==> src/rtl/q_pkg.sv <==
// Shared types for the engine command path: opcodes, command record and ingress FSM states.
package q_pkg;

  typedef enum logic [1:0] {
    OP_NOP  = 2'd0,
    OP_PUSH = 2'd1,
    OP_POP  = 2'd2,
    OP_RSVD = 2'd3
  } op_e;

  localparam int QID_W_DEF = 3;
  localparam int DAT_W_DEF = 32;

  typedef struct packed {
    op_e                  op;
    logic [QID_W_DEF-1:0] qid;
    logic [DAT_W_DEF-1:0] dat;
  } cmd_t;

  typedef enum logic [1:0] {
    RUN   = 2'd0,
    FLUSH = 2'd1,
    DONE  = 2'd2
  } state_e;

  // Only PUSH and POP carry work downstream; NOP and the reserved code are dropped.
  function automatic logic is_queued(op_e op);
    return (op == OP_PUSH) || (op == OP_POP);
  endfunction

endpackage

==> src/rtl/eng_ingress_fifo.sv <==
// First-word-fall-through command FIFO; the head entry is always visible on rdata.
module eng_ingress_fifo
  import q_pkg::*;
#(
  parameter int  DEPTH = 4,
  parameter type T     = cmd_t
) (
  input  logic                   clk,
  input  logic                   arst_n,
  input  logic                   push,
  input  T                       wdata,
  input  logic                   pop,
  output T                       rdata,
  output logic                   full,
  output logic                   empty,
  output logic [$clog2(DEPTH):0] occ
);

  localparam int AW = $clog2(DEPTH);

  T             mem [DEPTH];
  logic [AW:0]  wptr;
  logic [AW:0]  rptr;
  logic         do_push;
  logic         do_pop;

  // Pointers carry one extra MSB so full and empty differ only in that bit.
  assign empty   = (wptr == rptr);
  assign full    = (wptr[AW] != rptr[AW]) && (wptr[AW-1:0] == rptr[AW-1:0]);
  assign do_push = push && !full;
  assign do_pop  = pop && !empty;
  assign occ     = wptr - rptr;
  assign rdata   = mem[rptr[AW-1:0]];

  always_ff @(posedge clk or negedge arst_n) begin
    if (!arst_n) begin
      wptr <= '0;
      rptr <= '0;
    end else begin
      if (do_push) wptr <= wptr + 1'b1;
      if (do_pop)  rptr <= rptr + 1'b1;
    end
  end

  always_ff @(posedge clk) begin
    if (do_push) mem[wptr[AW-1:0]] <= wdata;
  end

endmodule

==> src/rtl/eng_ingress.sv <==
// Command ingress for eng: screens opcodes, buffers commands and drains on flush.
// Optional counters are built when ENG_INGRESS_STATS_EN is defined.
module eng_ingress
  import q_pkg::*;
#(
  parameter int DEPTH = 4,
  parameter int QID_W = QID_W_DEF,
  parameter int DAT_W = DAT_W_DEF
) (
  input  logic                   clk,
  input  logic                   arst_n,
  input  logic                   cmd_vld_i,
  input  logic [1:0]             cmd_op_i,
  input  logic [QID_W-1:0]       cmd_qid_i,
  input  logic [DAT_W-1:0]       cmd_dat_i,
  output logic                   cmd_rdy_o,
  output logic                   pipe_vld_o,
  output logic [1:0]             pipe_op_o,
  output logic [QID_W-1:0]       pipe_qid_o,
  output logic [DAT_W-1:0]       pipe_dat_o,
  input  logic                   pipe_rdy_i,
  input  logic                   flush_i,
  output logic                   flush_done_o,
  output logic                   err_illegal_o,
  output logic [$clog2(DEPTH):0] occ_o
`ifdef ENG_INGRESS_STATS_EN
  ,
  output logic [31:0]            stat_acc_o,
  output logic [15:0]            stat_ill_o,
  output logic [31:0]            stat_stall_o
`endif
);

  typedef struct packed {
    op_e              op;
    logic [QID_W-1:0] qid;
    logic [DAT_W-1:0] dat;
  } icmd_t;

  state_e state;
  state_e state_nxt;
  icmd_t  cmd_p0;
  icmd_t  head;
  logic   full;
  logic   empty;
  logic   accept_p0;
  logic   enq_p0;
  logic   ill_p0;
  logic   err_p1;
  logic   pop;

  // Stage 0: host beat acceptance and opcode screening.
  assign cmd_p0    = '{op: op_e'(cmd_op_i), qid: cmd_qid_i, dat: cmd_dat_i};
  assign cmd_rdy_o = (state == RUN) && !full;
  assign accept_p0 = cmd_vld_i && cmd_rdy_o;
  assign enq_p0    = accept_p0 && is_queued(cmd_p0.op);
  assign ill_p0    = accept_p0 && (cmd_p0.op == OP_RSVD);

  eng_ingress_fifo #(
    .DEPTH (DEPTH),
    .T     (icmd_t)
  ) u_fifo (
    .clk    (clk),
    .arst_n (arst_n),
    .push   (enq_p0),
    .wdata  (cmd_p0),
    .pop    (pop),
    .rdata  (head),
    .full   (full),
    .empty  (empty),
    .occ    (occ_o)
  );

  // Stage 1: FIFO head presented to eng_pipe.
  assign pipe_vld_o    = !empty;
  assign pipe_op_o     = head.op;
  assign pipe_qid_o    = head.qid;
  assign pipe_dat_o    = head.dat;
  assign pop           = pipe_vld_o && pipe_rdy_i;
  assign err_illegal_o = err_p1;
  assign flush_done_o  = (state == DONE);

  always_ff @(posedge clk or negedge arst_n) begin
    if (!arst_n) begin
      state  <= RUN;
      err_p1 <= 1'b0;
    end else begin
      state  <= state_nxt;
      err_p1 <= ill_p0;
    end
  end

  // Flush is a drain: buffered entries leave normally, only new intake is blocked.
  always_comb begin
    state_nxt = state;
    case (state)
      RUN:     if (flush_i) state_nxt = FLUSH;
      FLUSH:   if (empty)   state_nxt = DONE;
      DONE:    state_nxt = RUN;
      default: state_nxt = RUN;
    endcase
  end

`ifdef ENG_INGRESS_STATS_EN
  function automatic logic [31:0] sat_inc32(logic [31:0] v);
    return (v == 32'hFFFF_FFFF) ? v : v + 32'd1;
  endfunction

  function automatic logic [15:0] sat_inc16(logic [15:0] v);
    return (v == 16'hFFFF) ? v : v + 16'd1;
  endfunction

  always_ff @(posedge clk or negedge arst_n) begin
    if (!arst_n) begin
      stat_acc_o   <= '0;
      stat_ill_o   <= '0;
      stat_stall_o <= '0;
    end else begin
      if (enq_p0)                     stat_acc_o   <= sat_inc32(stat_acc_o);
      if (ill_p0)                     stat_ill_o   <= sat_inc16(stat_ill_o);
      if (pipe_vld_o && !pipe_rdy_i)  stat_stall_o <= sat_inc32(stat_stall_o);
    end
  end
`endif

endmodule
==> config.mk <==
export PLATFORM = sky130hd
export DESIGN_NAME = eng_ingress
export DESIGN_NICKNAME = d
export VERILOG_FILES = /design/src/rtl/q_pkg.sv /design/src/rtl/eng_ingress_fifo.sv /design/src/rtl/eng_ingress.sv
export SDC_FILE = /design/constraint.sdc
export NUM_CORES = 1
export LEC_CHECK = 0
export BUFFER_PORTS_ARGS = -buffer_cell sky130_fd_sc_hd__buf_2
export CORE_ASPECT_RATIO = 1.1
export CORE_UTILIZATION = 51
export CTS_CLUSTER_DIAMETER = 60
export DETAILED_ROUTE_END_ITERATION = 12
export GPL_TIMING_DRIVEN = 0
export HOLD_SLACK_MARGIN = 0.02
export PLACE_DENSITY = 0.76
export SETUP_SLACK_MARGIN = 0.02
export SLEW_MARGIN = 0
export SYNTH_ARGS = -nofsm -noshare
export SYNTH_HDL_FRONTEND = slang
export SYNTH_SLANG_ARGS = --single-unit
==> constraint.sdc <==
create_clock -name clk -period 3 [get_ports clk]
set_input_delay 0.15 -clock clk [delete_from_list [all_inputs] [get_ports clk]]
set_output_delay 0.15 -clock clk [all_outputs]
set_load 0.01 [all_outputs]
==> results of run 1 <==
==> routing by layer <==
metal | global-route usage | part of all wire
met5 | 0 | 0
met1 | 0.231 | 0.42
met3 | 0.0563 | 0.037
met4 | 0.0629 | 0.011
met2 | 0.321 | 0.53
==> worst paths after layout <==
check | to | slack [ns] | depth (start not counted)
worst max register to register | u_fifo.mem[0][27]$_DFFE_PP_ | 0.20 | 8
worst max-delay path | u_fifo.mem[0][27]$_DFFE_PP_ | 0.20 | 8
worst min register to register | state[1]$_DFFE_PN0P_ | 0.48 | 1
worst min-delay path | u_fifo.rptr[2]$_DFFE_PN0P_ | 0.06 | 3
max in group asynchronous | u_fifo.rptr[0]$_DFFE_PN0P_ | 2.70 | 2
min in group asynchronous | state[1]$_DFFE_PN0P_ | 0.11 | 2
==> kinds of logic after synthesis <==
| kind of cell | after synthesis | share of synthesized area |
|---|---|---|
| multiplexers | 39 | 0.146 |
| flip-flops | 157 | 0.793 |
| XOR/XNOR | 7 | 0.0104 |
| AND/OR/NAND/NOR | 11 | 0.0102 |
| AO/OA/AOI/OAI | 6 | 0.00786 |
| buffers and inverters | 15 | 0.0121 |
| adder cells (fa/ha/maj) | 9 | 0.0204 |
==> registers in the layout, indices dropped and copies added, names as in the netlist <==
name / count
u_fifo.rptr: 3
state: 2
err_illegal_o: 1
u_fifo.wptr: 3
u_fifo.mem: 148
==> layout make-up <==
type | count | area (um^2)
plain buffers | 8 | 47.5
clock buffers | 17 | 425
clock inverters | 15 | 220
fillers | 715 | 3420
inverters | 7 | 28.8
multi-input cells | 72 | 1150
flip-flops and latches | 157 | 4670
well taps | 147 | 184
repair buffers | 129 | 913
==> synthesized netlist by cell type <==
cell type and instances:
xor2_1 1, clkbuf_1 2, a211oi_1 1, and3_1 1, nor2b_1 1, mux4_2 37
o21a_1 1, xnor2_1 6, fa_1 1, ha_1 8, o21ai_0 1, o2111ai_1 1
nand2_1 1, inv_1 7, buf_4 3, buf_2 3, dfrtp_1 9, o211a_1 1
edfxtp_1 148, nor3b_1 1, mux2_4 1, mux2_2 1, and2_1 4, nor2_1 3
o211ai_1 1
==> critical path: stages (launching register included) <==
cell      delay [ns]
dfrtp_1         0.47
clkbuf_4        0.29
buf_2           0.30
inv_1           0.08
ha_1            0.30
nand2_1         0.17
o211a_1         0.30
and2_4          0.34
buf_12          0.23
==> cell usage in the layout (no fill, tap or decap), types with 2 or more instances in the layout <==
| cell | count |
|---|---|
| buf_12 | 3 |
| and2_4 | 3 |
| buf_2 | 87 |
| dfrtp_1 | 9 |
| mux4_2 | 37 |
| edfxtp_1 | 148 |
| bufinv_16 | 5 |
| clkbuf_16 | 17 |
| nor2_1 | 3 |
| clkinv_4 | 3 |
| ha_1 | 8 |
| clkbuf_1 | 2 |
| inv_1 | 6 |
| xnor2_1 | 6 |
| clkinv_1 | 2 |
| dlygate4sd3_1 | 40 |
| clkinvlp_4 | 3 |
| buf_4 | 3 |
==> metrics by stage <==
stage                     hold slack (ns)  power [mW]  setup TNS [ns]  setup WS (ns)
after global routing               0.0589        7.16               0         0.0225
after floorplan                    -0.146        3.91               0          0.124
after detailed placement           0.0145        4.57               0       0.000335
after global placement             0.0124        4.53         -121.23         -0.913
final                              0.0581        6.83               0          0.198
after CTS                          0.0337        6.90          -0.953        -0.0208
==> power breakdown <==
part	switching (mW)	total, mW	internal [mW]
sequential	0.0834	2.65	2.56
clock	0.816	2.29	1.47
combinational	0.957	1.90	0.943
total	1.86	6.83	4.98
==> timing repair <==
item | CTS | global route
buffers inserted | 0 | 0
gates resized for setup | 0 | 6
hold endpoints to repair | 159 | 0
setup endpoints to repair | 74 | 94
hold buffers | 40 | 0
==> results.json, run 1 <==
{
  "max-slew-margin-rel": 0.582,
  "worst_setup_path_start_kind": "register",
  "rows": 40,
  "syn_to_final_growth_pct": 29.8,
  "core_area_mm2": 0.0111,
  "cap_violations": 0,
  "cts.htree.levels": 4,
  "grt_pass1_wl_mm": 16.1,
  "synth_cell_types": 25,
  "clkTransAtPathRegs_ns": 0.06,
  "synth.top_cell.area_share": 0.755,
  "yosysTopAreaCell": "edfxtp_1",
  "hp-class": "input pin to register",
  "finalCritPeriodShare": 0.934,
  "clock_skew_ns": 0.00915,
  "root_buffer": "clkbuf_16",
  "diodes": 0,
  "cts_num_sinks": 157,
  "drc": 0,
  "end_kind": "register",
  "drt_iter0_drc": 95,
  "stdcell_area_mm2": 0.00764,
  "synthesis.nets": 295,
  "hpwl_mm": 5.92,
  "synthCells": 244,
  "clockBufferDepth": 2,
  "clk_latency_ns": 0.41,
  "post_dp_cell_area_mm2": 0.00659,
  "finalNonFillerCells": 552,
  "ys_seq_elements": 157,
  "io_pins": 86,
  "layout-drive-gt1-share": 0.415,
  "ir_worst_vdd_mv": 1.01,
  "wl_per_cell_um": 18.3,
  "startpoint": "u_fifo.rptr[1]$_DFFE_PN0P_",
  "worstMarginPinSlew_ns": 0.627,
  "hp-start": "pipe_rdy_i",
  "cp_data_arrival_time_ns": 2.91,
  "powerDensity_mw_per_mm2": 894,
  "timing.rr.start": "u_fifo.rptr[1]$_DFFE_PN0P_",
  "setup_violations": 0,
  "hold_viol": 0,
  "path_max_fanout": 25,
  "grt-ovfl-total": 0,
  "critPathKind": "register to register",
  "grtUsageTotal": 0.188,
  "nets": 443,
  "detail_route.first_pass.iterations": 4,
  "cts_tree": "built",
  "synthesis.area_mm2": 0.00589,
  "cp_data_required_time_ns": 3.11,
  "viasPerCell": 5.26,
  "antenna_left": 0,
  "die_h_um": 115,
  "die_width_um": 104,
  "synth.area.top_cells": "edfxtp_1 75%, mux4_2 14%, dfrtp_1 3.8%",
  "fmax_mhz": 357,
  "grt_pass1_vias": 3075,
  "rsz0062_at_grt": "no",
  "wl_mm": 10.1,
  "finish.utilization": 0.691,
  "p_leak_nw": 2.73,
  "syn_area_per_cell_um2": 24.1,
  "routabilityCongestion": 0.764,
  "outcome": "complete, no violations",
  "yosysSeqAreaShare": 0.793,
  "initial_core_util": 0.532,
  "grt_antenna_before_repair": 0,
  "dp_cells": 480,
  "maxSlewViolCount": 0,
  "yosysWarnings": 0,
  "dieArea_mm2": 0.0120,
  "grt_max_degree": 26,
  "period_needed_ns": 2.80,
  "cts_buffers": 17,
  "vias": 2906,
  "io_buffers": 85
}
Power figures use the tool's default switching activity.
==> inputs of run 2 (changes only) <==
RECOVER_POWER = 25   (was not set)
==> run 2 against run 1 <==
Against the previous run:
- count of clock-buffer cells in the layout unchanged
- sequential cell count unchanged
- non-clock buffer count unchanged
- critical endpoint unchanged
- critical path depth stayed put
- power hardly changed
- register-to-register slack about the same
- core utilization down 0.25 points
- wire length hardly changed
- design area is 0.36% lower
- via count decreased by 0.17%
==> results.json, run 2 (synthesized netlist as in run 1, its figures left out) <==
{
  "finish.utilization": 0.689,
  "worst_setup_path_start_kind": "register",
  "cts_buffers": 17,
  "rsz0062_at_grt": "no",
  "critPathKind": "register to register",
  "cp_data_arrival_time_ns": 2.90,
  "drc": 0,
  "cap_violations": 0,
  "cts_tree": "built",
  "largest_reg_flops": 148,
  "root_buffer": "clkbuf_16",
  "drt_iter0_drc": 92,
  "worstMarginPinSlew_ns": 0.626,
  "timing.rr.start": "u_fifo.rptr[1]$_DFFE_PN0P_",
  "final_cell_mix": "148 x edfxtp_1, 65 x buf_2, 40 x dlygate4sd3_1, 37 x mux4_2, 24 x clkbuf_1",
  "cp_data_required_time_ns": 3.11,
  "detail_route.first_pass.iterations": 4,
  "layout-drive-gt1-share": 0.360,
  "vias": 2901,
  "path_max_fanout": 25,
  "cts_setup_buffers": 0,
  "core_area_mm2": 0.0111,
  "wl_per_cell_um": 18.3,
  "nets": 443,
  "grt_max_degree": 26,
  "hp-class": "input pin to register",
  "p_leak_nw": 2.67,
  "period_needed_ns": 2.79,
  "finalCritPeriodShare": 0.931,
  "fillCellCount": 731,
  "final_common_cell": "edfxtp_1",
  "cts_num_sinks": 157,
  "fmax_mhz": 358,
  "clkTransAtPathRegs_ns": 0.06,
  "reg2reg_depth": 8,
  "wl_mm": 10.1,
  "max-slew-margin-rel": 0.583,
  "grt_pass1_wl_mm": 16.1,
  "outcome": "complete, no violations",
  "viasPerCell": 5.26,
  "clockBufferDepth": 2,
  "cts.htree.levels": 4,
  "initial_core_util": 0.532,
  "reg2reg_slack_ns": 0.21,
  "startpoint": "u_fifo.rptr[1]$_DFFE_PN0P_",
  "die_h_um": 115,
  "grtUsageTotal": 0.188,
  "grt_pass1_vias": 3075,
  "hp-start": "pipe_rdy_i",
  "diodes": 0,
  "grt_antenna_before_repair": 0,
  "holdWs_ns": 0.0521,
  "place_ws_ns": 0.000335,
  "maxSlewViolCount": 0,
  "ir_worst_vdd_mv": 1.01,
  "clk_latency_ns": 0.41,
  "end_kind": "register",
  "antenna_left": 0,
  "syn_to_final_growth_pct": 29.3,
  "setup_violations": 0,
  "dieArea_mm2": 0.0120,
  "die_width_um": 104,
  "multi_input_area_mm2": 0.00115,
  "io_pins": 86,
  "routabilityCongestion": 0.764,
  "grt-ovfl-total": 0,
  "fin_ws_ns": 0.207,
  "powerDensity_mw_per_mm2": 897,
  "min_path_cells": 3,
  "rows": 40,
  "clock_skew_ns": 0.00948,
  "hpwl_mm": 5.92,
  "hold_viol": 0,
  "io_buffers": 85,
  "seq_area_mm2": 0.00467
}
==> run 2: changes by cell type in the layout (fill, tap and decap cells not counted) <==
cell      before  now
buf_2         87   65
clkbuf_1       2   24
==> run 2: power breakdown <==
part | leakage, nW | internal [mW] | total, mW | switching [mW]
registers | 1.44 | 2.56 | 2.64 | 0.0827
clock network | 0.305 | 1.47 | 2.29 | 0.815
logic | 0.927 | 0.939 | 1.90 | 0.958
total | 2.67 | 4.97 | 6.83 | 1.86
==> run 2: worst paths after layout <==
kind	end
setup / recovery	u_fifo.mem[0][27]$_DFFE_PP_
hold / removal	u_fifo.rptr[2]$_DFFE_PN0P_
setup reg to reg	u_fifo.mem[0][27]$_DFFE_PP_
hold reg to reg	state[1]$_DFFE_PN0P_
max in group asynchronous	u_fifo.rptr[0]$_DFFE_PN0P_
min in group asynchronous	state[1]$_DFFE_PN0P_
==> run 2: timing repair <==
item | 4_1_cts | 5_1_grt
setup endpoints to repair | 74 | 94
hold buffers | 40 | 0
endpoints found under the hold margin | 159 | 0
gates resized for setup | 0 | 6
==> run 2: area by class of cell <==
type                       instances  share of cell area
timing repair buffer             129               0.116
clock inverter                    15              0.0289
tap                              147              0.0241
buffer                             8             0.00624
clock buffer                      17              0.0559
multi-input combinational         72               0.152
sequential                       157               0.613
inverter                           7             0.00378
==> run 2: worst max-delay path, stage by stage, from the launching register on <==
cell	delay [ns]
dfrtp_1	0.47
clkbuf_4	0.29
buf_2	0.30
inv_1	0.08
ha_1	0.30
nand2_1	0.17
o211a_1	0.30
and2_4	0.34
buf_12	0.23
==> run 2: layer usage <==
| metal | track usage | vias to the layer above | routed length, um |
|---|---|---|---|
| li1 | - | 1321 | - |
| met3 | 0.0563 | 9 | 446 |
| met2 | 0.321 | 89 | 5350 |
| met4 | 0.0629 | 0 | 81 |
| met1 | 0.231 | 1482 | 4240 |
| met5 | 0 | - | 0 |
==> run 2: per-stage QoR <==
stage | setup TNS (ns) | power (mW) | instances | area, um^2
2_1_floorplan | 0 | 3.91 | 244 | 5890
3_5_place_dp | 0 | 4.57 | 480 | 6590
5_1_grt | 0 | 7.16 | 552 | 7620
3_3_place_gp | -121.23 | 4.53 | 476 | 6500
4_1_cts | -0.953 | 6.90 | 552 | 7630
6_report | 0 | 6.83 | 552 | 7620
==> inputs of run 3 (changes only) <==
ABC_AREA = 1   (was not set)
==> run 3 against run 2 <==
Against the previous run:
- cell count increased by 37%
- sequential power grew 3%
- area after synthesis rose by 3.4%
- highest routed layer unchanged
- first-iteration DRC count grew to 3.2 times the previous value
- wire length grew 41%
- clock skew decreased by 0.0017 ns
- global-route usage rose by 5.1 points
==> results.json, run 3 <==
{
  "outcome": "complete, no violations",
  "die_width_um": 106,
  "path_max_fanout": 20,
  "grt_pass1_wl_mm": 21.4,
  "yosysSeqAreaShare": 0.767,
  "clock_skew_ns": 0.00775,
  "syn_area_per_cell_um2": 14.0,
  "cts_tree": "built",
  "post_dp_cell_area_mm2": 0.00683,
  "synth_cell_types": 24,
  "synthCells": 435,
  "worst_setup_path_start_kind": "register",
  "finalCritPeriodShare": 0.943,
  "critPathTopFamily": "buffers and inverters",
  "cts_num_sinks": 157,
  "worstMarginPinSlew_ns": 0.543,
  "cp_data_arrival_time_ns": 2.95,
  "wl_per_cell_um": 18.9,
  "grt-ovfl-total": 0,
  "grt_pass1_vias": 4154,
  "root_buffer": "clkbuf_16",
  "antenna_left": 0,
  "end_kind": "register",
  "vias": 4145,
  "final_cell_mix": "148 x edfxtp_1, 79 x nor2_1, 69 x buf_2, 61 x o21ai_0, 41 x dlygate4sd3_1",
  "fmax_mhz": 354,
  "hpwl_mm": 8.41,
  "die_h_um": 117,
  "maxSlewViolCount": 0,
  "clk_latency_ns": 0.42,
  "dieArea_mm2": 0.0124,
  "powerDensity_mw_per_mm2": 967,
  "synth.area.top_cells": "edfxtp_1 73%, nor2_1 5.1%, o21ai_0 5.0%",
  "max-slew-margin-rel": 0.638,
  "stdcell_area_mm2": 0.00791,
  "hp-class": "input pin to async pin",
  "seq_area_mm2": 0.00467,
  "yosys.cell_count.top_type": "edfxtp_1",
  "ir_worst_vdd_mv": 0.587,
  "finish.utilization": 0.685,
  "synth.top_cell.area_share": 0.730,
  "multi_input_area_mm2": 0.00123,
  "cap_violations": 0,
  "cts_buffers": 17,
  "cts.htree.levels": 4,
  "synthesis.nets": 486,
  "wl_mm": 14.2,
  "reg2reg_depth": 11,
  "synthesis.area_mm2": 0.00609,
  "drc": 0,
  "yosysTopAreaCell": "edfxtp_1",
  "cp.depth": 11,
  "cp_data_required_time_ns": 3.12,
  "grt_antenna_before_repair": 0,
  "hold_viol": 0,
  "ys_seq_elements": 157,
  "yosys-top-cells-count": "148 x edfxtp_1, 83 x nor2_1, 61 x o21ai_0",
  "synth-main-ff-cell": "edfxtp_1",
  "diodes": 0,
  "period_needed_ns": 2.83,
  "io_buffers": 85,
  "fillCellCount": 792,
  "nets": 642,
  "rsz0062_at_grt": "no",
  "critPathKind": "register to register",
  "detail_route.first_pass.iterations": 5,
  "synthArstFlopShare": 0.0573,
  "viasPerCell": 5.50,
  "crit_path_top_delay_cell": "dfrtp_1",
  "max_stage_delay_ns": 0.45,
  "clkTransAtPathRegs_ns": 0.06,
  "initial_core_util": 0.528,
  "clockBufferDepth": 2,
  "synth_edf_count": 148,
  "syn_to_final_growth_pct": 29.9,
  "io_pins": 86,
  "setup_violations": 0,
  "p_leak_nw": 2.86,
  "crit_buf_inv": 6,
  "rows": 41,
  "yosysWarnings": 0,
  "finalNonFillerCells": 754,
  "grt_max_degree": 30,
  "routabilityCongestion": 0.717,
  "dp_cells": 674,
  "path_cells": "inv_1 > buf_2 > buf_2 > ha_1 > nand2_1 > inv_1 > nand3_1 > nand4_1 > buf_4 > nor2_4 > buf_16",
  "largest_reg_flops": 148,
  "drt_iter0_drc": 292,
  "layout-drive-gt1-share": 0.210,
  "final_common_cell": "edfxtp_1",
  "cts_resized": 0,
  "grtUsageTotal": 0.239,
  "core_area_mm2": 0.0115
}
[run 3: changes by cell type after synthesis, sizes merged, moves of 2 or more]
cell    before  now
o21ai        1   75
xor2         1    3
inv          7   18
xnor2        6    0
clkbuf       2   10
and2         4    0
buf          6   14
mux4        37    0
nand3        0    4
mux2         2    0
o22ai        0   37
nor2         3   83
nand2        1   21
[run 3: repair_timing]
item / 4_1_cts / 5_1_grt
endpoints found under the hold margin: 160 / 0
setup buffers: 7 / 0
endpoints found under the setup margin: 140 / 0
hold buffers: 41 / 0
[run 3: worst paths after layout]
path | startpoint | slack [ns] | end
max | u_fifo.rptr[1]$_DFFE_PN0P_ | 0.17 | u_fifo.mem[0][14]$_DFFE_PP_
min in group clk | flush_i | 0.47 | state[0]$_DFFE_PN0P_
max reg2reg | u_fifo.rptr[1]$_DFFE_PN0P_ | 0.17 | u_fifo.mem[0][14]$_DFFE_PP_
min reg2reg | state[1]$_DFFE_PN0P_ | 0.49 | state[1]$_DFFE_PN0P_
min | arst_n | 0.23 | u_fifo.rptr[2]$_DFFE_PN0P_
max in group asynchronous | arst_n | 2.42 | u_fifo.wptr[0]$_DFFE_PN0P_
[run 3: cell type report]
type,count,area share
inverters,18,0.00854
plain buffers,24,0.0196
clock buffers,20,0.0552
well taps,150,0.0237
multi-input cells,236,0.155
clock inverters,12,0.0234
flip-flops and latches,157,0.590
repair buffers,137,0.124
[run 3: power by group]
group / internal [mW] / switching, mW
Sequential: 2.62 / 0.103
Clock: 1.40 / 0.849
Combinational: 0.983 / 1.69
Total: 5.00 / 2.64
[run 3: logic make-up (layout without fill, tap and decap cells)]
family                   count (synthesis)  after routing  share of synthesized area
flip-flops                             157            157                      0.767
AND/OR/NAND/NOR                        110            110                     0.0705
AO/OA/AOI/OAI                          114            114                      0.102
adder cells (fa/ha/maj)                  9              9                     0.0197
buffers and inverters                   42            211                     0.0366
XOR/XNOR                                 3              3                    0.00432
[run 3: through the flow]
step / hold slack [ns] / power, mW / setup TNS [ns] / setup slack [ns]
5_1_grt: 0.277 / 8.02 / 0 / 0.0600
3_3_place_gp: 0.0111 / 5.23 / -305.50 / -2.10
2_1_floorplan: -0.146 / 4.31 / -78.53 / -0.531
6_report: 0.227 / 7.65 / 0 / 0.171
4_1_cts: 0.118 / 7.68 / 0 / 0.219
3_5_place_dp: 0.0178 / 5.36 / -35.12 / -0.407
[run 3: layer usage]
layer	global-route usage	vias up	wire [um]	part of all wire
li1	-	1917	-	-
met1	0.288	2046	5640	0.40
met2	0.420	156	7600	0.53
met3	0.0446	26	670	0.047
met4	0.110	0	327	0.023
met5	0	-	0	0
